--- src/rtl/xform_rr_scheduler_if.sv ---
// Handshake bundle between the per-channel producers, the result consumer and
// xform_rr_scheduler. Requester k occupies bits [k*DATA_W +: DATA_W] of data/mask.
interface xform_rr_scheduler_if #(
  parameter int NUM_REQ = 4,
  parameter int DATA_W  = 8
);
  localparam int ID_W = $clog2(NUM_REQ);

  logic [NUM_REQ-1:0]        req_valid_i;
  logic [NUM_REQ-1:0]        req_ready_o;
  logic [NUM_REQ*DATA_W-1:0] req_data_i;
  logic [NUM_REQ*DATA_W-1:0] req_mask_i;
  logic                      res_valid_o;
  logic                      res_ready_i;
  logic [DATA_W-1:0]         res_data_o;
  logic [ID_W-1:0]           res_id_o;

  modport master (
    output req_valid_i, req_data_i, req_mask_i, res_ready_i,
    input  req_ready_o, res_valid_o, res_data_o, res_id_o
  );

  modport slave (
    input  req_valid_i, req_data_i, req_mask_i, res_ready_i,
    output req_ready_o, res_valid_o, res_data_o, res_id_o
  );
endinterface

--- src/rtl/xform_rr_scheduler.sv ---
// Round-robin shared transform res = (data ^ XOR_KEY) & mask with a one-deep
// registered result stage tagged by the winning requester index.
//
// state    | meaning
// ---------+------------------------------------------------------------
// ST_EMPTY | no result held; any valid requester may be granted
// ST_FULL  | result held; a grant only happens when the consumer drains
module xform_rr_scheduler #(
  parameter int                NUM_REQ = 4,
  parameter int                DATA_W  = 8,
  parameter logic [DATA_W-1:0] XOR_KEY = 'hF0
) (
  input  logic                  clk_i,
  input  logic                  rst_i,
  xform_rr_scheduler_if.slave   bus
);
  localparam int ID_W = $clog2(NUM_REQ);

  typedef enum logic {ST_EMPTY, ST_FULL} state_t;

  state_t            state_q, state_d;
  logic [ID_W-1:0]   rr_ptr_q, rr_ptr_d;
  logic [DATA_W-1:0] res_data_q, res_data_d;
  logic [ID_W-1:0]   res_id_q, res_id_d;

  logic [DATA_W-1:0] data_arr [NUM_REQ];
  logic [DATA_W-1:0] mask_arr [NUM_REQ];
  logic [ID_W-1:0]   grant_idx;
  logic [ID_W-1:0]   cand_idx;
  logic              grant_found;
  logic              can_accept;
  logic              fire;

  always_comb begin
    for (int k = 0; k < NUM_REQ; k++) begin
      data_arr[k] = bus.req_data_i[k*DATA_W +: DATA_W];
      mask_arr[k] = bus.req_mask_i[k*DATA_W +: DATA_W];
    end
  end

  // First asserted valid at or above rr_ptr, wrapping past NUM_REQ-1.
  always_comb begin
    grant_found = 1'b0;
    grant_idx   = '0;
    cand_idx    = '0;
    for (int i = 0; i < NUM_REQ; i++) begin
      cand_idx = ID_W'((int'(rr_ptr_q) + i) % NUM_REQ);
      if (!grant_found && bus.req_valid_i[cand_idx]) begin
        grant_found = 1'b1;
        grant_idx   = cand_idx;
      end
    end
  end

  always_ff @(posedge clk_i) begin
    if (rst_i) begin
      state_q    <= ST_EMPTY;
      rr_ptr_q   <= '0;
      res_data_q <= '0;
      res_id_q   <= '0;
    end else begin
      state_q    <= state_d;
      rr_ptr_q   <= rr_ptr_d;
      res_data_q <= res_data_d;
      res_id_q   <= res_id_d;
    end
  end

  always_comb begin
    state_d         = state_q;
    rr_ptr_d        = rr_ptr_q;
    res_data_d      = res_data_q;
    res_id_d        = res_id_q;
    bus.req_ready_o = '0;
    can_accept      = (state_q == ST_EMPTY) || bus.res_ready_i;
    fire            = grant_found && can_accept && !rst_i;

    // A drain and a new grant in the same cycle simply overwrite the slot.
    if (fire) begin
      bus.req_ready_o[grant_idx] = 1'b1;
      state_d    = ST_FULL;
      res_data_d = (data_arr[grant_idx] ^ XOR_KEY) & mask_arr[grant_idx];
      res_id_d   = grant_idx;
      rr_ptr_d   = (grant_idx == ID_W'(NUM_REQ - 1)) ? '0 : grant_idx + 1'b1;
    end else if ((state_q == ST_FULL) && bus.res_ready_i) begin
      state_d = ST_EMPTY;
    end
  end

  assign bus.res_valid_o = (state_q == ST_FULL);
  assign bus.res_data_o  = res_data_q;
  assign bus.res_id_o    = res_id_q;
endmodule

--- src/flat_wrapper.sv ---
// flat-port wrapper written by rule: the top's interface ports become plain ports
module xform_rr_scheduler_flat 
#(
  parameter int                NUM_REQ = 4,
  parameter int                DATA_W  = 8,
  parameter logic [DATA_W-1:0] XOR_KEY = 'hF0
)
  (clk_i, rst_i, bus_req_valid_i, bus_req_data_i, bus_req_mask_i, bus_res_ready_i, bus_req_ready_o, bus_res_valid_o, bus_res_data_o, bus_res_id_o);
  xform_rr_scheduler_if #(.NUM_REQ(NUM_REQ), .DATA_W(DATA_W)) bus_i ();
  input  logic clk_i;
  input  logic rst_i;
  input wire logic [$bits(bus_i.req_valid_i)-1:0] bus_req_valid_i;
  input wire logic [$bits(bus_i.req_data_i)-1:0] bus_req_data_i;
  input wire logic [$bits(bus_i.req_mask_i)-1:0] bus_req_mask_i;
  input wire logic [$bits(bus_i.res_ready_i)-1:0] bus_res_ready_i;
  output wire logic [$bits(bus_i.req_ready_o)-1:0] bus_req_ready_o;
  output wire logic [$bits(bus_i.res_valid_o)-1:0] bus_res_valid_o;
  output wire logic [$bits(bus_i.res_data_o)-1:0] bus_res_data_o;
  output wire logic [$bits(bus_i.res_id_o)-1:0] bus_res_id_o;
  assign bus_i.req_valid_i = bus_req_valid_i;
  assign bus_i.req_data_i = bus_req_data_i;
  assign bus_i.req_mask_i = bus_req_mask_i;
  assign bus_i.res_ready_i = bus_res_ready_i;
  assign bus_req_ready_o = bus_i.req_ready_o;
  assign bus_res_valid_o = bus_i.res_valid_o;
  assign bus_res_data_o = bus_i.res_data_o;
  assign bus_res_id_o = bus_i.res_id_o;
  xform_rr_scheduler #(.NUM_REQ(NUM_REQ), .DATA_W(DATA_W), .XOR_KEY(XOR_KEY)) u_core (.clk_i(clk_i), .rst_i(rst_i), .bus(bus_i));
endmodule
--- config.mk ---
export PLATFORM = sky130hd
export DESIGN_NAME = xform_rr_scheduler_flat
export DESIGN_NICKNAME = d
export VERILOG_FILES = /design/src/rtl/xform_rr_scheduler_if.sv /design/src/rtl/xform_rr_scheduler.sv /design/src/flat_wrapper.sv
export SDC_FILE = /design/constraint.sdc
export NUM_CORES = 1
export LEC_CHECK = 0
export BUFFER_PORTS_ARGS = -buffer_cell sky130_fd_sc_hd__buf_4
export CAP_MARGIN = 30
export CORE_UTILIZATION = 38
export CTS_CLUSTER_DIAMETER = 30
export DETAILED_ROUTE_END_ITERATION = 6
export PLACE_DENSITY = 0.89
export SLEW_MARGIN = 20
export SYNTH_ARGS = -nofsm -noshare
export SYNTH_HDL_FRONTEND = slang
export SYNTH_SLANG_ARGS = --single-unit
--- constraint.sdc ---
create_clock -name clk_i -period 2.3 [get_ports clk_i]
set_input_delay 0.345 -clock clk_i [delete_from_list [all_inputs] [get_ports clk_i]]
set_output_delay 0.345 -clock clk_i [all_outputs]
set_load 0.05 [all_outputs]
==> impl_metrics.py <==
metrics = {
    "outcome": {
        "status": "complete, no violations",
    },
    "setup_path": {
        "start_kind": "register",
        "crit_required_ns": 1.96,
        "arrival_ns": 1.85,
        "crit_fanout": 15,
        "rr_worst_depth": 5,
        "critical_path_class": "register to output pin",
        "cp-end-kind": "output pin",
        "reg2reg_slack_ns": 0.31,
    },
    "layout": {
        "fin_area_sq_um": 1730,
        "drive_gt1_frac": 0.476,
        "fin_cells": 242,
        "ff_latch_area_sq_um": 260,
        "utilization": 0.690,
        "n_antenna_cell": 0,
        "multi_input_area_sq_um": 729,
        "num-nets-final": 284,
        "fillers": 203,
        "area_growth_pct": 69.8,
    },
    "synth": {
        "synth_xor_area_frac": 0,
        "ys.flop_type": "dfxtp_1",
        "synthesis.nets": 196,
        "synth-seq-cells": 13,
        "synth.top_cell.area_share": 0.256,
        "synth_area_leader_cell": "dfxtp_1",
        "synth_edf_count": 0,
        "yosys_warnings": 0,
        "synth_area_sq_um": 1020,
        "avgSynthCellArea_sq_um": 8.13,
        "synth_cell_type_count": 33,
        "ys_seq_area_frac": 0.256,
        "synth.area.mux_share": 0.172,
        "yosysMostFrequentCell": "nand2_1",
        "synthAdderAreaFrac": 0,
        "synth-simple-area-share": 0.255,
        "async_reset_ff_frac": 0,
        "synth_compound_gate_area_share": 0.277,
        "synth_top_family_by_area": "compound AO/OA/AOI/OAI gates",
        "synth.area.top_cells": "dfxtp_1 26%, mux2i_1 13%, nand2_1 8.1%",
        "synth_common_cells": "22 x nand2_1, 13 x dfxtp_1, 13 x mux2i_1, 8 x a311oi_1, 8 x and3_1",
        "synthCells": 125,
    },
    "timing": {
        "fmax_mhz": 456,
        "tns_ns": 0,
        "finalSetupViolations": 0,
        "slew_headroom": 0.461,
        "finalWorstSetupSlack_ns": 0.105,
        "fin_crit_sh": 0.954,
        "finalClockSkew_ns": 0.00213,
        "whs_ns": 0.280,
        "timing.final.crit_period_ns": 2.20,
        "drv_slew": 0,
        "hold_violations": 0,
        "grt_setup_unrepaired": "yes",
        "worst_pin_slew_ns": 0.809,
    },
    "clocking": {
        "h-tree-depth": 1,
        "post_cts_buffers": 0,
        "root_buffer": "clkbuf_4",
        "cts.clk_slew.worst_paths_ns": 0.08,
        "hold_buffers": 0,
        "cts_tree": "yes",
        "cts-buffers-inserted": 3,
        "cts-resized-gates": 0,
        "clk_latency_ns": 0.28,
        "cts_max_path_buffers": 2,
        "cts.sinks": 13,
    },
    "worst_hold_path": {
        "hold_depth": 2,
        "holdCritPathClass": "primary input to register",
    },
    "die": {
        "coreArea_sq_um": 2500,
        "io_pins": 86,
        "fp.dieH_um": 53.7,
        "dieArea_sq_um": 2880,
        "rows": 18,
        "die_w_um": 53.7,
        "start_util": 0.406,
    },
    "pwr": {
        "vdd_drop_max_mv": 0.362,
        "p_leak_nw": 0.855,
        "powerDensity_nw_per_um2": 536,
        "p_total_mw": 0.925,
    },
    "placement": {
        "preCtsSetupSlack_ns": 0.304,
        "gp_congestion": 0.801,
        "dpl_cell_area_sq_um": 1700,
        "dp_hpwl_um": 2710,
        "placed_cells": 238,
        "io_buffer_count": 85,
    },
    "global_routing": {
        "grt_pass1_wl_um": 5130,
        "antenna_found_initial": 0,
        "grt_pass1_vias": 1298,
        "track_usage": 0.244,
        "grt-ovfl-total": 0,
        "grt_max_degree": 25,
    },
    "detailed_routing": {
        "drc": 0,
        "via_count": 1335,
        "drtIter0Drc": 23,
        "wl_per_cell_um": 14.0,
        "dr.pass1.iters": 5,
        "via_per_inst": 5.52,
        "ant_nets": 0,
        "drt-total-wl_um": 3390,
    },
    "run": {
        "drv_cap": 0,
    },
}
## layer usage
metal  GRT usage  vias to the layer above  wire length [um]
met3      0.0565                        6               328
met5           0                        -                 0
met2       0.463                       79              1740
li1            -                      659                 -
met1       0.253                      591              1270
met4       0.101                        0                46
## critical path, cell delays in order (launching register included)
cell and delay (ns):
dfxtp_1 0.47, mux2i_2 0.37, o221a_2 0.46, nor3_2 0.07
buf_4 0.19
## power breakdown
group	switching, mW	total [mW]	internal [mW]
Combinational	0.275	0.501	0.226
Clock	0.0798	0.147	0.0673
Sequential	0.0235	0.277	0.254
Total	0.379	0.925	0.547
## layout make-up
cell class,count,share of cell area
repair buffers,89,0.387
clock buffers,4,0.0152
multi-input cells,105,0.423
inverters,1,0.00218
flip-flops and latches,13,0.151
well taps,30,0.0218
## placed cells by master (no fill, tap or decap), types with 2 or more instances in the layout
cell,synthesis,routed
a21oi_1,6,6
a311oi_1,8,8
a32oi_1,4,4
and2_1,3,3
and3_1,8,8
buf_4,1,89
clkbuf_4,0,3
dfxtp_1,13,13
mux2_2,4,4
mux2i_1,13,12
nand2_1,22,22
nand2b_1,2,2
nand3_1,2,2
nor2_1,5,5
nor2b_1,3,3
nor3_1,5,3
nor3_2,0,2
o21ai_1,4,4
o32ai_1,4,4
## cells by family after synthesis
family          after synthesis
mux                          17
simple gates                 53
flops                        13
compound gates               35
buf+inv                       7
## path summary, 6_finish.rpt
kind | from | endpoint
max | u_core.rr_ptr_q[1] | bus_req_ready_o[2]
min | rst_i | u_core.bus.res_id_o[1]
max reg2reg | u_core.rr_ptr_q[1] | u_core.bus.res_data_o[4]
min reg2reg | u_core.bus.res_data_o[6] | u_core.bus.res_data_o[6]
## sequential cells by signal (all words and copies together), names as in the netlist
register	count
u_core.bus.res_data_o	8
u_core.bus.res_id_o	2
u_core.rr_ptr_q	2
u_core.bus.res_valid_o	1
Note: power is estimated with default switching activity, not from simulation.
